--- src/rtl/tdm_mux_pkg.sv ---
// Shared definitions for the tdm_mux channel multiplexer:
// mode encoding and channel-index width helper.
package tdm_mux_pkg;

  localparam logic MODE_MANUAL = 1'b0;
  localparam logic MODE_SCAN   = 1'b1;

  function automatic int sel_width(input int n);
    return $clog2(n);
  endfunction

endpackage

--- src/rtl/tdm_mux_rr_pick.sv ---
// Round-robin picker: first valid channel at or after ptr, wrapping to 0.
// The vector is doubled so the wrapped search becomes a single priority encode.
module tdm_mux_rr_pick
  import tdm_mux_pkg::*;
#(
  parameter int N_CH  = 8,
  parameter int SEL_W = sel_width(N_CH)
) (
  input  logic [N_CH-1:0]  in_valid,
  input  logic [SEL_W-1:0] ptr,
  output logic             found,
  output logic [SEL_W-1:0] idx
);

  logic [2*N_CH-1:0] dbl;

  always_comb begin
    dbl = {in_valid, in_valid};
    // Drop everything below ptr in the lower copy; the upper copy covers the wrap.
    for (int i = 0; i < 2*N_CH; i++)
      if (i < int'(ptr)) dbl[i] = 1'b0;
    found = |in_valid;
    idx   = '0;
    for (int i = 2*N_CH-1; i >= 0; i--)
      if (dbl[i]) idx = (i >= N_CH) ? SEL_W'(i - N_CH) : SEL_W'(i);
  end

endmodule

--- src/rtl/tdm_mux.sv ---
// Registered N:1 time-division multiplexer with valid/ready handshake,
// manual channel select and round-robin scan modes.
module tdm_mux
  import tdm_mux_pkg::*;
#(
  parameter int N_CH  = 8,
  parameter int W     = 8,
  parameter int SEL_W = sel_width(N_CH)
) (
  input  logic              clk,
  input  logic              rst,
  input  logic [N_CH*W-1:0] in_data,
  input  logic [N_CH-1:0]   in_valid,
  output logic [N_CH-1:0]   in_ready,
  input  logic              mode,
  input  logic [SEL_W-1:0]  sel_in,
  output logic [W-1:0]      out_data,
  output logic [SEL_W-1:0]  out_ch,
  output logic              out_valid,
  input  logic              out_ready,
  output logic              sel_err
);

  logic [SEL_W-1:0]        ptr;
  logic [SEL_W-1:0]        scan_ch;
  logic                    scan_found;
  logic [SEL_W-1:0]        ch;
  logic                    sel_ok;
  logic                    cand_ok;
  logic                    load;
  logic [(1<<SEL_W)-1:0]   valid_pad;

  tdm_mux_rr_pick #(.N_CH(N_CH), .SEL_W(SEL_W)) u_pick (
    .in_valid (in_valid),
    .ptr      (ptr),
    .found    (scan_found),
    .idx      (scan_ch)
  );

  always_comb begin
    // Zero-padded so an out-of-range manual select reads as not valid.
    valid_pad             = '0;
    valid_pad[N_CH-1:0]   = in_valid;
    sel_ok                = ({1'b0, sel_in} < (SEL_W+1)'(N_CH));
    if (mode == MODE_MANUAL) begin
      ch      = sel_in;
      cand_ok = sel_ok && valid_pad[sel_in];
    end else begin
      ch      = scan_ch;
      cand_ok = scan_found;
    end
    load     = !rst && (!out_valid || out_ready) && cand_ok;
    in_ready = '0;
    for (int c = 0; c < N_CH; c++)
      in_ready[c] = load && (ch == SEL_W'(c));
  end

  always_ff @(posedge clk or posedge rst) begin
    if (rst) begin
      out_valid <= 1'b0;
      out_data  <= '0;
      out_ch    <= '0;
      sel_err   <= 1'b0;
      ptr       <= '0;
    end else begin
      sel_err <= (mode == MODE_MANUAL) && !sel_ok;
      if (load) begin
        out_data  <= in_data[int'(ch)*W +: W];
        out_ch    <= ch;
        out_valid <= 1'b1;
        if (mode == MODE_SCAN)
          ptr <= (ch == SEL_W'(N_CH-1)) ? '0 : ch + 1'b1;
      end else if (out_ready) begin
        out_valid <= 1'b0;
      end
    end
  end

endmodule

--- config.mk ---
export PLATFORM = sky130hd
export DESIGN_NAME = tdm_mux
export DESIGN_NICKNAME = d
export VERILOG_FILES = /design/src/rtl/tdm_mux_pkg.sv /design/src/rtl/tdm_mux_rr_pick.sv /design/src/rtl/tdm_mux.sv
export SDC_FILE = /design/constraint.sdc
export NUM_CORES = 1
export LEC_CHECK = 0
export BUFFER_PORTS_ARGS = -buffer_cell sky130_fd_sc_hd__buf_2
export CAP_MARGIN = 20
export CORE_MARGIN = 2
export CORE_UTILIZATION = 29
export CTS_CLUSTER_SIZE = 30
export DETAILED_ROUTE_END_ITERATION = 10
export PLACE_DENSITY = 0.66
export SYNTH_ARGS = -nofsm -noshare
export SYNTH_HDL_FRONTEND = slang
export SYNTH_SLANG_ARGS = --single-unit
--- constraint.sdc ---
create_clock -name clk -period 2.7 [get_ports clk]
set_clock_uncertainty 0.05 [all_clocks]
set_input_delay 0.54 -clock clk [delete_from_list [all_inputs] [get_ports clk]]
set_output_delay 0.54 -clock clk [all_outputs]
set_load 0.01 [all_outputs]
==> impl_metrics.csv, run 1 <==
group,metric,value,unit
run_status,status,"finished with violations",
run_status,violations,"setup timing",
global_routing,grt.total_usage,15.9,%
global_routing,grt_overflow_total,0,
routing,wl_per_cell,14.5,um
finish,layout_common_cells,"buf_2, buf_4, nand2_1, dfrtp_1",
floorplan,dieArea,0.00622,mm^2
global_routing,antenna_found_initial,0,
yosys,synthesis.nets,246,
global_routing,grt_pass1_wl,7.98,mm
floorplan,coreArea,0.00547,mm^2
sta,slew_headroom,59.1,%
setup_path,startpoint_type,"input port",
power,combinationalPowerShare,65.3,%
yosys,synth-seq-cells,15,
global_routing,grtUsageMet3,2.73,%
finish,insertedDiodeCount,0,
setup_path,arrival,2.12,ns
routing,drtAntennaViolNets,0,
clock_tree,clockBufferDepth,2,
setup_path,path_max_fanout,7,
floorplan,start_util,29.7,%
yosys,synth-simple-area-share,22.5,%
placement,io_buffers,98,
sta,fin_crit_sh,100,%
floorplan,dieWidth,78.9,um
yosys,synthAdderAreaFrac,4.62,%
setup_path,cp.required,2.11,ns
yosys,synth_warnings,0,
clock_tree,cts-htree-levels,1,
placement,gp_congestion,0.856,
power,static-leakage-power,0.00125,uW
power,clockPowerShare,10.9,%
power,p_int,1010,uW
sta,layout_setup_ws,-0.00692,ns
sta,rsz0062_at_grt,"true",
clock_tree,tritoncts,"yes",
routing,drtPass1Iterations,4,
sta,finalSetupViolCount,1,
yosys,syn_area,0.00163,mm^2
power,pwr_density_cell,662,mW/mm^2
setup_path,rrSetupSlack,0.26,ns
floorplan,ioPinCount,100,
routing,drt-vias-per-instance,5.05,
global_routing,grtUsageMet2,26.6,%
routing,route.vias.total,1804,
finish,final_common_cell,"buf_2",
power,seqPwrFrac,23.8,%
floorplan,rows,27,
yosys,yosysUniqueCellTypes,58,
placement,place_hpwl,4.06,mm
yosys,syn_inst,161,
yosys,ys_async_sr_fraction,100,%
yosys,synthMuxAreaShare,22.7,%
placement,dp_cells,349,
power,p_sw_share,41.0,%
global_routing,grt.busiest_layer,"met2",
routing,routed_wl,5.19,mm
finish,drive_gt1_share,60.4,%
worst_hold_path,hold_path.class,"input port to asynchronous set/reset pin",
power,p_switching,698,uW
yosys,syn_avg_cell_area,10.1,um^2
finish,nets,371,
finish,final_cells,357,
yosys,seq_area_frac_synth,23.1,%
setup_path,endpoint_kind,"output pin",
floorplan,die_y,78.9,um
global_routing,met1_usage,21.5,%
power,ir_drop,0.000364,V
clock_tree,cts_hold_buf,0,
global_routing,grt_max_degree,16,
yosys,yosys_most_used_dff,"dfrtp_1",
clock_tree,root_buffer,"clkbuf_8",
global_routing,grt_pass1_vias,1686,
sta,report.final.slew_viol_count,0,
yosys,synth_compound_area_share,19.8,%
run,drv_cap,0,
yosys,synth_top_family_by_area,"multiplexers",
yosys,synth-xor-area-share,0,%
sta,finalHoldViolCount,0,
sta,clock.fmax,0.369,GHz
sta,finalSetupTns,-0.00692,ns
clock_tree,numCtsBuffers,3,
sta,worst_slew_pin_slew,0.613,ns
sta,layout_min_cycle_time,2.71,ns
finish,syn2layout_area_growth,58.4,%
setup_path,worstSetupPathType,"input port to output pin",
clock_tree,clock-sinks,15,
yosys,synth_edf_count,0,
clock_tree,clk_pin_slew_worst_paths,0.07,ns
routing,drc,0,
routing,drt_iter0_drc,86,
clock_tree,clock_latency,0.25,ns
-- layer usage --
metal / part of all wire (%) / vias up
met2: 47 / 70
li1: - / 872
met1: 44 / 853
met5: 0 / -
met4: 1.4 / 0
met3: 6.6 / 9
-- cells in the mapped netlist (4+ instances only) --
| cell | instances | area (um^2) |
|---|---|---|
| nand2b_1 | 6 | 37.5 |
| inv_1 | 6 | 22.5 |
| mux2_1 | 8 | 90.1 |
| nand2_1 | 14 | 52.6 |
| nor2_1 | 8 | 30.0 |
| dfrtp_1 | 15 | 375 |
| mux4_1 | 6 | 158 |
| ha_1 | 6 | 75.1 |
| a22oi_1 | 5 | 37.5 |
| a222oi_1 | 7 | 70.1 |
| nand3_1 | 4 | 20.0 |
| and3_1 | 6 | 37.5 |
| a21oi_1 | 4 | 20.0 |
-- path summary, 6_finish.rpt --
check | startpoint | end | depth (start not counted)
worst min register to register | out_data[2] | out_data[2] | 2
min in group clk | in_data[8] | out_data[0] | 3
max in group asynchronous | rst | ptr[2] | 2
worst max register to register | ptr[2] | out_data[4] | 9
worst min-delay path | rst | out_valid | 2
worst max-delay path | in_valid[3] | in_ready[7] | 10
-- power by group through the flow --
stage / clock, uW / sequential (uW) / combinational, uW
floorplan: 0 / 409 / 658
global placement: 0 / 410 / 948
detailed placement: 0 / 412 / 953
CTS: 194 / 400 / 1070
global route: 202 / 419 / 1210
finish: 187 / 405 / 1110
-- worst max-delay path, stage by stage --
cell and delay, ns:
buf_2 0.15, nor2_1 0.14, a21oi_2 0.04, o311a_1 0.39, a31oi_4 0.20, inv_2 0.08, ha_4 0.18, ha_4 0.16
and2_4 0.13, buf_6 0.11
-- flip-flops by register name, summed over array words and instances, names as in the netlist --
name,flops
ptr,3
out_ch,3
out_data,8
out_valid,1
-- kinds of logic after synthesis --
kind of cell	Yosys count
multiplexers	22
AND/OR/NAND/NOR	60
flip-flops	15
adder cells (fa/ha/maj)	6
buffers and inverters	18
AO/OA/AOI/OAI	39
other	1
-- what timing repair did --
action	CTS	global route
gates resized for setup	23	14
hold endpoints to repair	0	0
setup buffers	3	1
pin swaps	10	7
endpoints found under the setup margin	8	8
-- final cells by class --
cell class	instances	area [um^2]
fillers	541	2900
clock buffers	3	41.3
clock inverters	1	5.00
multi-input cells	128	1260
well taps	72	90.1
repair buffers	131	771
flip-flops and latches	15	379
inverters	7	26.3
-- metrics by stage --
step / area (um^2) / power, uW / hold slack [ns] / util (%) / setup slack [ns]
final: 2580 / 1700 / 0.320 / 47.1 / -0.00692
after floorplan: 1650 / 1070 / 0.391 / - / 0.0287
after global routing: 2580 / 1840 / 0.385 / 47.1 / -0.0771
after CTS: 2510 / 1660 / 0.353 / 45.8 / -0.00542
after detailed placement: 2350 / 1370 / 0.434 / 42.9 / -0.0828
after global placement: 2350 / 1360 / 0.411 / 42.9 / -0.0826
(Power assumes the default switching activity.)
==> inputs of run 2 (changes only) <==
- PLACE_DENSITY: 0.66 -> not set
==> impl_metrics.csv, run 2 (synthesis gave the netlist of run 1 again) <==
group,metric,value,unit
run_status,status,"finished with violations",
run_status,violations,"setup timing",
clock_tree,clock_latency,0.25,ns
sta,layout_min_cycle_time,2.70,ns
finish,seq_area,379,um^2
setup_path,worstSetupPathType,"flip-flop to output pin",
sta,worst_slew_pin_slew,0.580,ns
floorplan,ioPinCount,100,
sta,slew_headroom,61.3,%
clock_tree,clockBufferDepth,2,
placement,post-place-ws,-0.106,ns
sta,finalHoldViolCount,0,
setup_path,endpoint_kind,"output pin",
finish,regMostFlops,"out_data",
floorplan,start_util,29.7,%
placement,gp_congestion,0.853,
finish,final_common_cell,"buf_2",
routing,wl_per_cell,14.8,um
global_routing,antenna_found_initial,0,
finish,syn2layout_area_growth,62.5,%
finish,multiInputGateArea,0.00127,mm^2
floorplan,dieWidth,78.9,um
global_routing,grt_pass1_vias,1786,
power,ir_drop,0.000268,V
sta,fin_crit_sh,100,%
finish,nets,378,
setup_path,cp.required,2.11,ns
floorplan,rows,27,
worst_hold_path,hold_path.class,"input port to asynchronous set/reset pin",
finish,final_util,48.3,%
routing,drt-vias-per-instance,4.94,
routing,drc,0,
setup_path,startpoint_type,"flip-flop",
finish,drive_gt1_share,62.7,%
finish,nFillCells,535,
sta,rsz0062_at_grt,"true",
setup_path,path_delay_family,"compound AO/OA/AOI/OAI gates",
placement,io_buffers,98,
global_routing,grt_pass1_wl,8.34,mm
routing,routed_wl,5.40,mm
floorplan,dieArea,0.00622,mm^2
run,drv_cap,0,
global_routing,grt_max_degree,16,
routing,drtAntennaViolNets,0,
routing,drtPass1Iterations,6,
routing,drt_iter0_drc,94,
global_routing,grt_overflow_total,0,
setup_path,critPathSlowestCell,"dfrtp_2",
clock_tree,clock-sinks,15,
finish,top_regs,"out_data x8, out_ch x3, ptr x3",
setup_path,arrival,2.11,ns
placement,place_hpwl,4.29,mm
sta,finalSetupTns,-0.000224,ns
clock_tree,tritoncts,"yes",
floorplan,coreArea,0.00547,mm^2
routing,route.vias.total,1799,
placement,dp_cells,354,
global_routing,grt.total_usage,16.9,%
power,static-leakage-power,0.00130,uW
clock_tree,numCtsBuffers,3,
clock_tree,root_buffer,"clkbuf_8",
finish,layout_common_cells,"buf_2, buf_4, nand2_1, dfrtp_1",
power,pwr_density_cell,667,mW/mm^2
sta,clock.fmax,0.370,GHz
sta,report.final.slew_viol_count,0,
clock_tree,cts-htree-levels,1,
setup_path,slowest_delay,0.43,ns
clock_tree,clk_pin_slew_worst_paths,0.06,ns
sta,finalSetupViolCount,1,
floorplan,die_y,78.9,um
setup_path,crit_path_cell_trace,"or2b_1 -> a21oi_2 -> o311a_1 -> a31oi_4 -> inv_2 -> ha_4 -> ha_2 -> and2_1 -> buf_2",
setup_path,critPathBufInv,2,
setup_path,path_max_fanout,6,
finish,insertedDiodeCount,0,
finish,final_cells,364,
sta,hold_slack,0.311,ns
sta,layout_setup_ws,-0.000224,ns
finish,largest_register_ffs,8,
-- run 2: final timing paths --
path	startpoint	to	slack, ns	cells past startpoint
max reg2reg	ptr[2]	out_data[5]	0.24	9
min	rst	out_data[2]	0.31	2
min reg2reg	out_ch[1]	out_ch[1]	0.44	2
min in group clk	out_ch[1]	out_ch[1]	0.44	2
max in group asynchronous	rst	ptr[2]	1.88	2
max	ptr[1]	in_ready[7]	-0.0002	9
-- run 2: stage by stage --
step | total power (uW) | area [um^2]
2_1_floorplan | 1070 | 1650
3_3_place_gp | 1390 | 2400
3_5_place_dp | 1400 | 2400
4_1_cts | 1700 | 2560
5_1_grt | 1890 | 2640
6_report | 1760 | 2640
-- run 2: what timing repair did --
action                     CTS  global route
setup endpoints to repair    8             8
resized for setup           19            18
cloned                       0             0
hold buffers                 0             0
setup buffers                5             1
pin swaps                    8             6
-- run 2: report_power, final --
group / switching [uW] / internal [uW] / leakage, uW / total (uW)
Combinational: 542 / 628 / 0.00110 / 1170
Clock: 84.8 / 102 / 0.0000255 / 187
Sequential: 82.1 / 324 / 0.000178 / 406
-- run 2: layout make-up --
cell class	count	share of cell area, %
multi-input combinational	128	48.2
timing repair buffer	138	31.3
sequential	15	14.3
tap	72	3.41
clock buffer	3	1.56
inverter	7	0.994
clock inverter	1	0.189
-- run 2: routing by layer --
layer,wire [um],global-route usage [%]
met5,0,0
met4,95,5.52
met3,249,2.50
met2,2740,28.6
met1,2310,22.0
==> inputs of run 3 (changes only) <==
- PLACE_DENSITY_LB_ADDON: not set -> 0.15
- SETUP_SLACK_MARGIN: not set -> 0.2
==> impl_metrics.csv, run 3 (synthesis gave the netlist of run 1 again) <==
group,metric,value,unit
finish,top_regs,"out_data x8, out_ch x3, ptr x3",
setup_path,arrival,2.08,ns
clock_tree,clock_latency,0.25,ns
routing,drt_iter0_drc,111,
global_routing,grt.total_usage,16.8,%
sta,layout_setup_ws,0.0322,ns
floorplan,rows,27,
floorplan,start_util,29.7,%
clock_tree,cts_hold_buf,0,
routing,drtAntennaViolNets,0,
power,p_sw_share,39.3,%
sta,report.final.slew_viol_count,0,
global_routing,grt_overflow_total,0,
clock_tree,tritoncts,"yes",
clock_tree,root_buffer,"clkbuf_8",
power,combinationalPowerShare,69.2,%
routing,wl_per_cell,14.9,um
finish,final_common_cell,"buf_2",
sta,slew_headroom,57.7,%
finish,nFillCells,531,
finish,syn2layout_area_growth,70.2,%
routing,drc,0,
global_routing,grt_pass1_vias,1769,
floorplan,coreArea,0.00547,mm^2
finish,drive_gt1_share,67.6,%
routing,drt-vias-per-instance,5.00,
power,ir_drop,0.000252,V
power,static-leakage-power,0.00134,uW
sta,rsz0062_at_grt,"true",
placement,io_buffers,98,
sta,hold_slack,0.328,ns
placement,post-place-ws,-0.0708,ns
setup_path,worstSetupPathType,"input port to output pin",
sta,finalHoldViolCount,0,
floorplan,dieWidth,78.9,um
global_routing,grt_max_degree,16,
clock_tree,cts-htree-levels,1,
sta,layout_min_cycle_time,2.67,ns
placement,place_hpwl,4.08,mm
setup_path,endpoint_kind,"output pin",
clock_tree,clockBufferDepth,2,
setup_path,path_max_fanout,6,
power,p_int,1160,uW
setup_path,cp.required,2.11,ns
sta,finalSetupViolCount,0,
sta,worst_slew_pin_slew,0.634,ns
run_status,status,"finished clean",
clock_tree,clock-sinks,15,
floorplan,dieArea,0.00622,mm^2
floorplan,die_y,78.9,um
global_routing,grt_pass1_wl,8.40,mm
worst_hold_path,hold_path.class,"input port to asynchronous set/reset pin",
finish,regMostFlops,"out_data",
finish,largest_register_ffs,8,
power,seqPwrFrac,21.0,%
sta,fin_crit_sh,98.8,%
finish,nets,385,
sta,clock.fmax,0.375,GHz
finish,layout_common_cells,"buf_2, buf_4, nand2_1, dfrtp_1",
power,clockPowerShare,9.8,%
run,drv_cap,0,
placement,gp_congestion,0.815,
setup_path,startpoint_type,"input port",
global_routing,antenna_found_initial,0,
routing,drtPass1Iterations,4,
floorplan,ioPinCount,100,
clock_tree,clk_pin_slew_worst_paths,0.07,ns
power,p_switching,753,uW
routing,routed_wl,5.54,mm
finish,insertedDiodeCount,0,
power,pwr_density_cell,692,mW/mm^2
routing,route.vias.total,1855,
clock_tree,numCtsBuffers,3,
-- run 3: cell count changes in the layout (fill, tap and decap cells not counted), moves of 3 or more --
cell	change
mux4_1	-5
mux4_2	+5
buf_4	+4
a22oi_1	-3
a22oi_2	+3
buf_2	-3
buf_6	+3
-- run 3: timing repair --
action	4_1_cts	5_1_grt
resized for setup	26	21
endpoints found under the setup margin	10	15
pin swaps	16	13
setup buffers	13	14
cloned	0	1
-- run 3: per-layer routing --
layer | GRT usage, % | part of all wire (%) | vias to the layer above
met4 | 3.62 | 0.99 | 0
met3 | 2.50 | 5.1 | 4
met1 | 21.1 | 45 | 898
met2 | 30.5 | 49 | 57
li1 | - | - | 896
met5 | 0 | 0 | -
-- run 3: through the flow --
step	cell area [um^2]	setup TNS, ns	power, uW	instances	util [%]
after global placement	2340	-0.0773	1370	339	42.7
after global routing	2770	-0.0854	2040	371	50.6
after CTS	2590	0	1730	356	47.3
final	2770	0	1910	371	50.6
after detailed placement	2340	-0.456	1380	339	42.7
after floorplan	1700	0	1110	161	-
-- run 3: final cells by class --
type                       count  area (um^2)  area share (%)
clock buffer                   4         45.0            1.63
sequential                    15          379            13.7
multi-input combinational    128         1290            46.7
inverter                       7         26.3           0.949
timing repair buffer         145          936            33.8
tap                           72         90.1            3.25
-- run 3: path summary, 6_finish.rpt --
path | from | end | slack, ns | depth (start not counted)
setup / recovery | in_valid[3] | in_ready[7] | 0.03 | 10
hold / removal | rst | out_data[2] | 0.33 | 2
setup reg to reg | ptr[1] | out_data[0] | 0.27 | 10
hold reg to reg | out_ch[1] | out_ch[1] | 0.43 | 2
max in group asynchronous | rst | ptr[1] | 1.83 | 2
min in group clk | out_ch[1] | out_ch[1] | 0.43 | 2
-- run 3: power by group through the flow --
stage | clock network, uW | registers, uW | logic, uW
finish | 188 | 403 | 1320
global route | 204 | 415 | 1430
CTS | 191 | 399 | 1140
detailed placement | 0 | 412 | 969
global placement | 0 | 410 | 965
floorplan | 0 | 409 | 699
-- run 3: critical path: stages --
cell,delay (ns)
buf_4,0.14
nor2_2,0.11
a221oi_2,0.06
o311a_1,0.40
a31oi_4,0.17
inv_2,0.09
ha_4,0.19
ha_4,0.15
and2_4,0.13
buf_6,0.11
